`src/rtl/hidden_layer_mac.sv`:
```
// hidden_layer_mac: first hidden layer h[j] = ReLU(sum_i x[i]*W[i][j] + b[j]) on one shared multiplier.
// Define HIDDEN_MAC_ROUND_EN for round-half-up before activation; the default is floor truncation.
module hidden_layer_mac #(
  parameter int N_IN  = 7,
  parameter int N_HID = 128,
  parameter int DW    = 9,
  parameter int FRAC  = 4,
  parameter int ACCW  = 24,
  localparam int WAW  = $clog2(N_IN*N_HID),
  localparam int HW   = $clog2(N_HID)
) (
  input  logic               clk,
  input  logic               rst_n,
  input  logic               start,
  input  logic [N_IN*DW-1:0] x_in,
  output logic [WAW-1:0]     w_addr,
  input  logic [DW-1:0]      w_data,
  output logic [HW-1:0]      b_addr,
  input  logic [DW-1:0]      b_data,
  output logic               busy,
  output logic               h_valid,
  output logic [HW-1:0]      h_idx,
  output logic [DW-1:0]      h_data,
  output logic               done
);

  localparam int KW = (N_IN > 1) ? $clog2(N_IN) : 1;
  localparam logic [KW-1:0]  K_LAST      = KW'(N_IN-1);
  localparam logic [KW-1:0]  K_STEP_LAST = KW'(N_IN-2);
  localparam logic [HW-1:0]  J_LAST      = HW'(N_HID-1);
  localparam logic [WAW-1:0] ROW_STEP    = WAW'(N_HID);
  localparam logic signed [ACCW-1:0] SAT_MAX = ACCW'((1 << (DW-1)) - 1);

  typedef enum logic [2:0] {IDLE, ADDR, MAC, ACT, FIN} state_t;

  state_t state, state_next;

  logic signed [DW-1:0]     x_reg [N_IN];
  logic [KW-1:0]            k_idx;
  logic [HW-1:0]            j;
  logic signed [ACCW-1:0]   acc;

  logic signed [DW-1:0]     w_s;
  logic signed [DW-1:0]     b_s;
  logic signed [DW-1:0]     x_sel;
  logic signed [2*DW-1:0]   prod;
  logic signed [ACCW-1:0]   prod_ext;
  logic signed [ACCW-1:0]   bias_ext;
  logic signed [ACCW-1:0]   acc_r;
  logic signed [ACCW-1:0]   r;
  logic [DW-1:0]            act;

  assign w_s      = w_data;
  assign b_s      = b_data;
  assign x_sel    = x_reg[k_idx];
  assign prod     = w_s * x_sel;
  assign prod_ext = ACCW'(prod);
  // Bias arrives in the operand format and must be lifted to the product's Q.(2*FRAC) scale.
  assign bias_ext = ACCW'(b_s) <<< FRAC;

  always_comb begin
`ifdef HIDDEN_MAC_ROUND_EN
    acc_r = acc + ACCW'(1 <<< (FRAC-1));
`else
    acc_r = acc;
`endif
    r = acc_r >>> FRAC;
    if (r[ACCW-1])
      act = '0;
    else if (r > SAT_MAX)
      act = SAT_MAX[DW-1:0];
    else
      act = r[DW-1:0];
  end

  always_ff @(posedge clk or negedge rst_n) begin
    if (!rst_n)
      state <= IDLE;
    else
      state <= state_next;
  end

  always_comb begin
    state_next = state;
    busy       = 1'b0;
    h_valid    = 1'b0;
    h_idx      = '0;
    h_data     = '0;
    done       = 1'b0;
    case (state)
      IDLE: if (start) state_next = ADDR;
      ADDR: begin
        busy       = 1'b1;
        state_next = MAC;
      end
      MAC: begin
        busy = 1'b1;
        if (k_idx == K_LAST) state_next = ACT;
      end
      ACT: begin
        busy       = 1'b1;
        h_valid    = 1'b1;
        h_idx      = j;
        h_data     = act;
        state_next = (j == J_LAST) ? FIN : ADDR;
      end
      FIN: begin
        done       = 1'b1;
        state_next = IDLE;
      end
      default: state_next = IDLE;
    endcase
  end

  // Addresses are registered on the edge entering the cycle that presents them, so the
  // one-cycle read latency lines each row's weight up with the MAC step that consumes it.
  always_ff @(posedge clk or negedge rst_n) begin
    if (!rst_n) begin
      for (int i = 0; i < N_IN; i++) x_reg[i] <= '0;
      j      <= '0;
      k_idx  <= '0;
      acc    <= '0;
      w_addr <= '0;
      b_addr <= '0;
    end else begin
      case (state)
        IDLE: begin
          if (start) begin
            for (int i = 0; i < N_IN; i++) x_reg[i] <= x_in[i*DW +: DW];
            j      <= '0;
            acc    <= '0;
            w_addr <= '0;
            b_addr <= '0;
          end
        end
        ADDR: begin
          k_idx  <= '0;
          w_addr <= w_addr + ROW_STEP;
        end
        MAC: begin
          acc <= (k_idx == '0) ? (bias_ext + prod_ext) : (acc + prod_ext);
          if (k_idx != K_LAST) k_idx <= k_idx + 1'b1;
          if (k_idx < K_STEP_LAST) w_addr <= w_addr + ROW_STEP;
        end
        ACT: begin
          if (j != J_LAST) begin
            j      <= j + 1'b1;
            w_addr <= WAW'(j + 1'b1);
            b_addr <= j + 1'b1;
          end
        end
        default: ;
      endcase
    end
  end

endmodule

```
`config.mk`:
```
export PLATFORM = sky130hd
export DESIGN_NAME = hidden_layer_mac
export DESIGN_NICKNAME = d
export VERILOG_FILES = /design/src/rtl/hidden_layer_mac.sv
export SDC_FILE = /design/constraint.sdc
export NUM_CORES = 1
export LEC_CHECK = 0
export CORE_MARGIN = 3
export CORE_UTILIZATION = 55
export DETAILED_ROUTE_END_ITERATION = 8
export PLACE_DENSITY_LB_ADDON = 0.25
export SYNTH_ARGS = -nofsm -noshare
export SYNTH_HDL_FRONTEND = slang
export SYNTH_SLANG_ARGS = --single-unit
```
`constraint.sdc`:
```
create_clock -name clk -period 10.4 [get_ports clk]
set_input_delay 1.56 -clock clk [delete_from_list [all_inputs] [get_ports clk]]
set_output_delay 1.56 -clock clk [all_outputs]
set_load 0.03 [all_outputs]
```
==> flow_summary_export.csv <==
group,metric,value,unit
global_routing,grt_overflow,0,
sta,setup_viol,0,
detailed_routing,drt_iter0_drc,404,
clocking,clk_pin_slew,0.08,ns
detailed_routing,met1_length,10.9,mm
detailed_routing,drc,0,
floorplan,die_w,140,um
worst_setup_path,cpMaxStageDelayCell,"dfrtp_1",
detailed_routing,ant_nets,0,
detailed_routing,first_pass_iters,5,
floorplan,dieArea,19700,um^2
global_routing,grt_pass1_vias,8294,
synthesis,synthDistinctLibCells,66,
sta,fin_skew,0.0168,ns
worst_setup_path,critPathMaxStageDelay,1.02,ns
min_path,whs_path_depth,2,
power_and_ir_drop,p_per_area,76.1,nW/um^2
sta,maxSlewViolCount,0,
clocking,cts_buffers,9,
sta,post-route-period-util,86.4,%
synthesis,syn_nets,1383,
worst_setup_path,path_class,"reg2reg",
detailed_routing,vias,8227,
synthesis,synth-seq-cells,110,
detailed_routing,drt-total-wl,23.6,mm
clocking,clkLatencyLatePin,0.36,ns
placement,dp_hpwl,17.8,mm
power_and_ir_drop,power.total,0.000880,W
clocking,post_cts_buffers,0,
placement,gp_congestion,0.865,
global_routing,grt_pass1_wl,39.9,mm
worst_setup_path,required,10.66,ns
run_status,status,"finished clean",
power_and_ir_drop,irDropWorstVdd,73.7,uV
cells_and_area,nets,1479,
detailed_routing,dr_wl_met2,11.1,mm
clocking,cts_resized,0,
cells_and_area,mostFrequentLayoutCells,"282 x nand2_1, 117 x clkdlybuf4s50_1, 110 x dfrtp_1, 98 x inv_1, 80 x ha_1",
floorplan,ioPinCount,120,
detailed_routing,routed_via_density,5.59,
worst_setup_path,path_max_fanout,23,
sta,fin_setup_tns,0,ns
min_path,hp-start,"x_reg[62]$_DFFE_PN0P_",
synthesis,yosysSeqAreaShare,27.8,%
detailed_routing,wl_met3,1.12,mm
worst_setup_path,r2r_cells,28,
sta,fin_hold_ws,0.474,ns
clocking,cts-root-buf,"clkbuf_16",
cells_and_area,n_antenna_cell,0,
placement,io_buffers,118,
synthesis,synth_edf_count,0,
global_routing,grt_usage,24.5,%
sta,max_freq,111,MHz
min_path,hp-class,"reg2reg",
synthesis,avgSynthCellArea,8.64,um^2
synthesis,ys.flop_type,"dfrtp_1",
synthesis,syn_inst,1147,
worst_setup_path,end_kind,"flop",
cells_and_area,area_growth_syn_to_layout,16.7,%
clocking,cts_tree,"yes",
cells_and_area,largest_reg_flops,63,
cells_and_area,drive_above_1_share,4.25,%
clocking,postCtsHoldBufs,0,
worst_setup_path,startpoint_type,"flop",
floorplan,row_count,48,
worst_setup_path,rr_startpoint,"k_idx[0]$_DFFE_PN0P_",
detailed_routing,highest_layer,"met4",
synthesis,netlist_area,9910,um^2
synthesis,synthArstFlopShare,100,%
global_routing,grt_max_degree,72,
clocking,clock_path_buffers,2,
worst_setup_path,regToRegSetupSlack,1.41,ns
sta,period_needed,8.99,ns
min_path,min_to,"x_reg[62]$_DFFE_PN0P_",
floorplan,dieHeight,140,um
floorplan,core_area,17500,um^2
detailed_routing,drt-wirelength-per-cell,16.0,um
clocking,cts.sinks,110,
sta,rsz0062_at_grt,"false",
run,max_cap_violations,0,
power_and_ir_drop,leakage,5.89,nW
synthesis,yosys_warnings,0,
global_routing,antenna_found_initial,0,
worst_setup_path,arrival,9.25,ns
sta,worst_slew_pin_slew,1.14,ns
sta,finalHoldViolCount,0,
clocking,h-tree-depth,3,
worst_setup_path,worst_r2r_endpoint,"acc[23]$_DFFE_PN0P_",
sta,timing.slew.headroom,24.3,%
floorplan,start_util,56.7,%
cells_and_area,final_common_cell,"nand2_1",
where the power goes:
| group | switching [W] | total (W) | internal, W |
|---|---|---|---|
| registers | 0.00000427 | 0.000436 | 0.000431 |
| logic | 0.0000347 | 0.0000768 | 0.0000421 |
| clock network | 0.000175 | 0.000367 | 0.000192 |
critical path: cells and delay by family (launching register included):
kind                       cells  cell delay [ns]
buffers and inverters          4             0.63
and+or+nand+nor                5             1.02
DFF                            1             1.02
xor gates and xnor gates       2             0.56
AOI/OAI and AO/OA             10             2.42
adders and majority gates      7             3.24
through the flow:
step | setup slack [ns] | std cells | instance area, um^2 | utilization, %
4_1_cts | 1.40 | 1473 | 11600 | 66.2
3_3_place_gp | 1.74 | 1457 | 11300 | 64.4
3_5_place_dp | 1.45 | 1457 | 11300 | 64.4
5_1_grt | 0.624 | 1473 | 11600 | 66.2
6_report | 1.41 | 1473 | 11600 | 66.2
2_1_floorplan | 2.76 | 1147 | 9910 | -
layout make-up:
cell class	count	area, um^2
well taps	225	282
inverters	98	368
clock inverters	6	77.6
multi-input cells	900	6630
fillers	1465	5910
repair buffers	124	1220
clock buffers	10	229
flip-flops and latches	110	2750
worst max-delay path by stage:
stage / start / to / slack, ns
3_3_place_gp: k_idx[0]$_DFFE_PN0P_ / acc[23]$_DFFE_PN0P_ / 1.74
4_1_cts: k_idx[0]$_DFFE_PN0P_ / acc[23]$_DFFE_PN0P_ / 1.40
2_1_floorplan: w_data[0] / acc[23]$_DFFE_PN0P_ / 2.76
6_report: k_idx[0]$_DFFE_PN0P_ / acc[23]$_DFFE_PN0P_ / 1.41
3_5_place_dp: k_idx[0]$_DFFE_PN0P_ / acc[23]$_DFFE_PN0P_ / 1.45
5_1_grt: k_idx[0]$_DFFE_PN0P_ / acc[23]$_DFFE_PN0P_ / 0.62
cell usage after synthesis, types with 6 or more instances:
cell type | number | area [um^2]
dfrtp_1 | 110 | 2750
clkbuf_1 | 22 | 82.6
mux2i_1 | 14 | 140
nor2b_1 | 20 | 125
nor3_1 | 15 | 75.1
a22o_1 | 8 | 70.1
inv_1 | 98 | 368
nor2_1 | 60 | 225
or2_2 | 6 | 37.5
and2_1 | 24 | 150
fa_1 | 72 | 1440
nand2b_1 | 10 | 62.6
o21a_1 | 19 | 143
xnor2_1 | 35 | 307
o21ai_0 | 58 | 290
o211ai_1 | 14 | 105
a21oi_1 | 52 | 260
a21o_1 | 9 | 67.6
nand2_1 | 282 | 1060
nand3_1 | 13 | 65.1
and3_1 | 15 | 93.8
o21bai_1 | 6 | 45.0
ha_1 | 80 | 1000
mux4_2 | 9 | 203
buf_1 | 11 | 41.3
xor2_1 | 12 | 105
layer usage:
metal | vias to the layer above | track usage [%]
li1 | 4008 | -
met1 | 3954 | 35.0
met2 | 230 | 39.3
met3 | 35 | 3.99
met4 | 0 | 6.02
met5 | - | 0
kinds of logic after synthesis:
| family | synth area share [%] |
|---|---|
| AO/OA/AOI/OAI | 13.8 |
| XOR/XNOR | 4.32 |
| adder cells (fa/ha/maj) | 24.7 |
| buffers and inverters | 5.35 |
| flip-flops | 27.8 |
| multiplexers | 3.46 |
| other | 0.0379 |
| AND/OR/NAND/NOR | 20.6 |
Power figures use the tool's default switching activity.
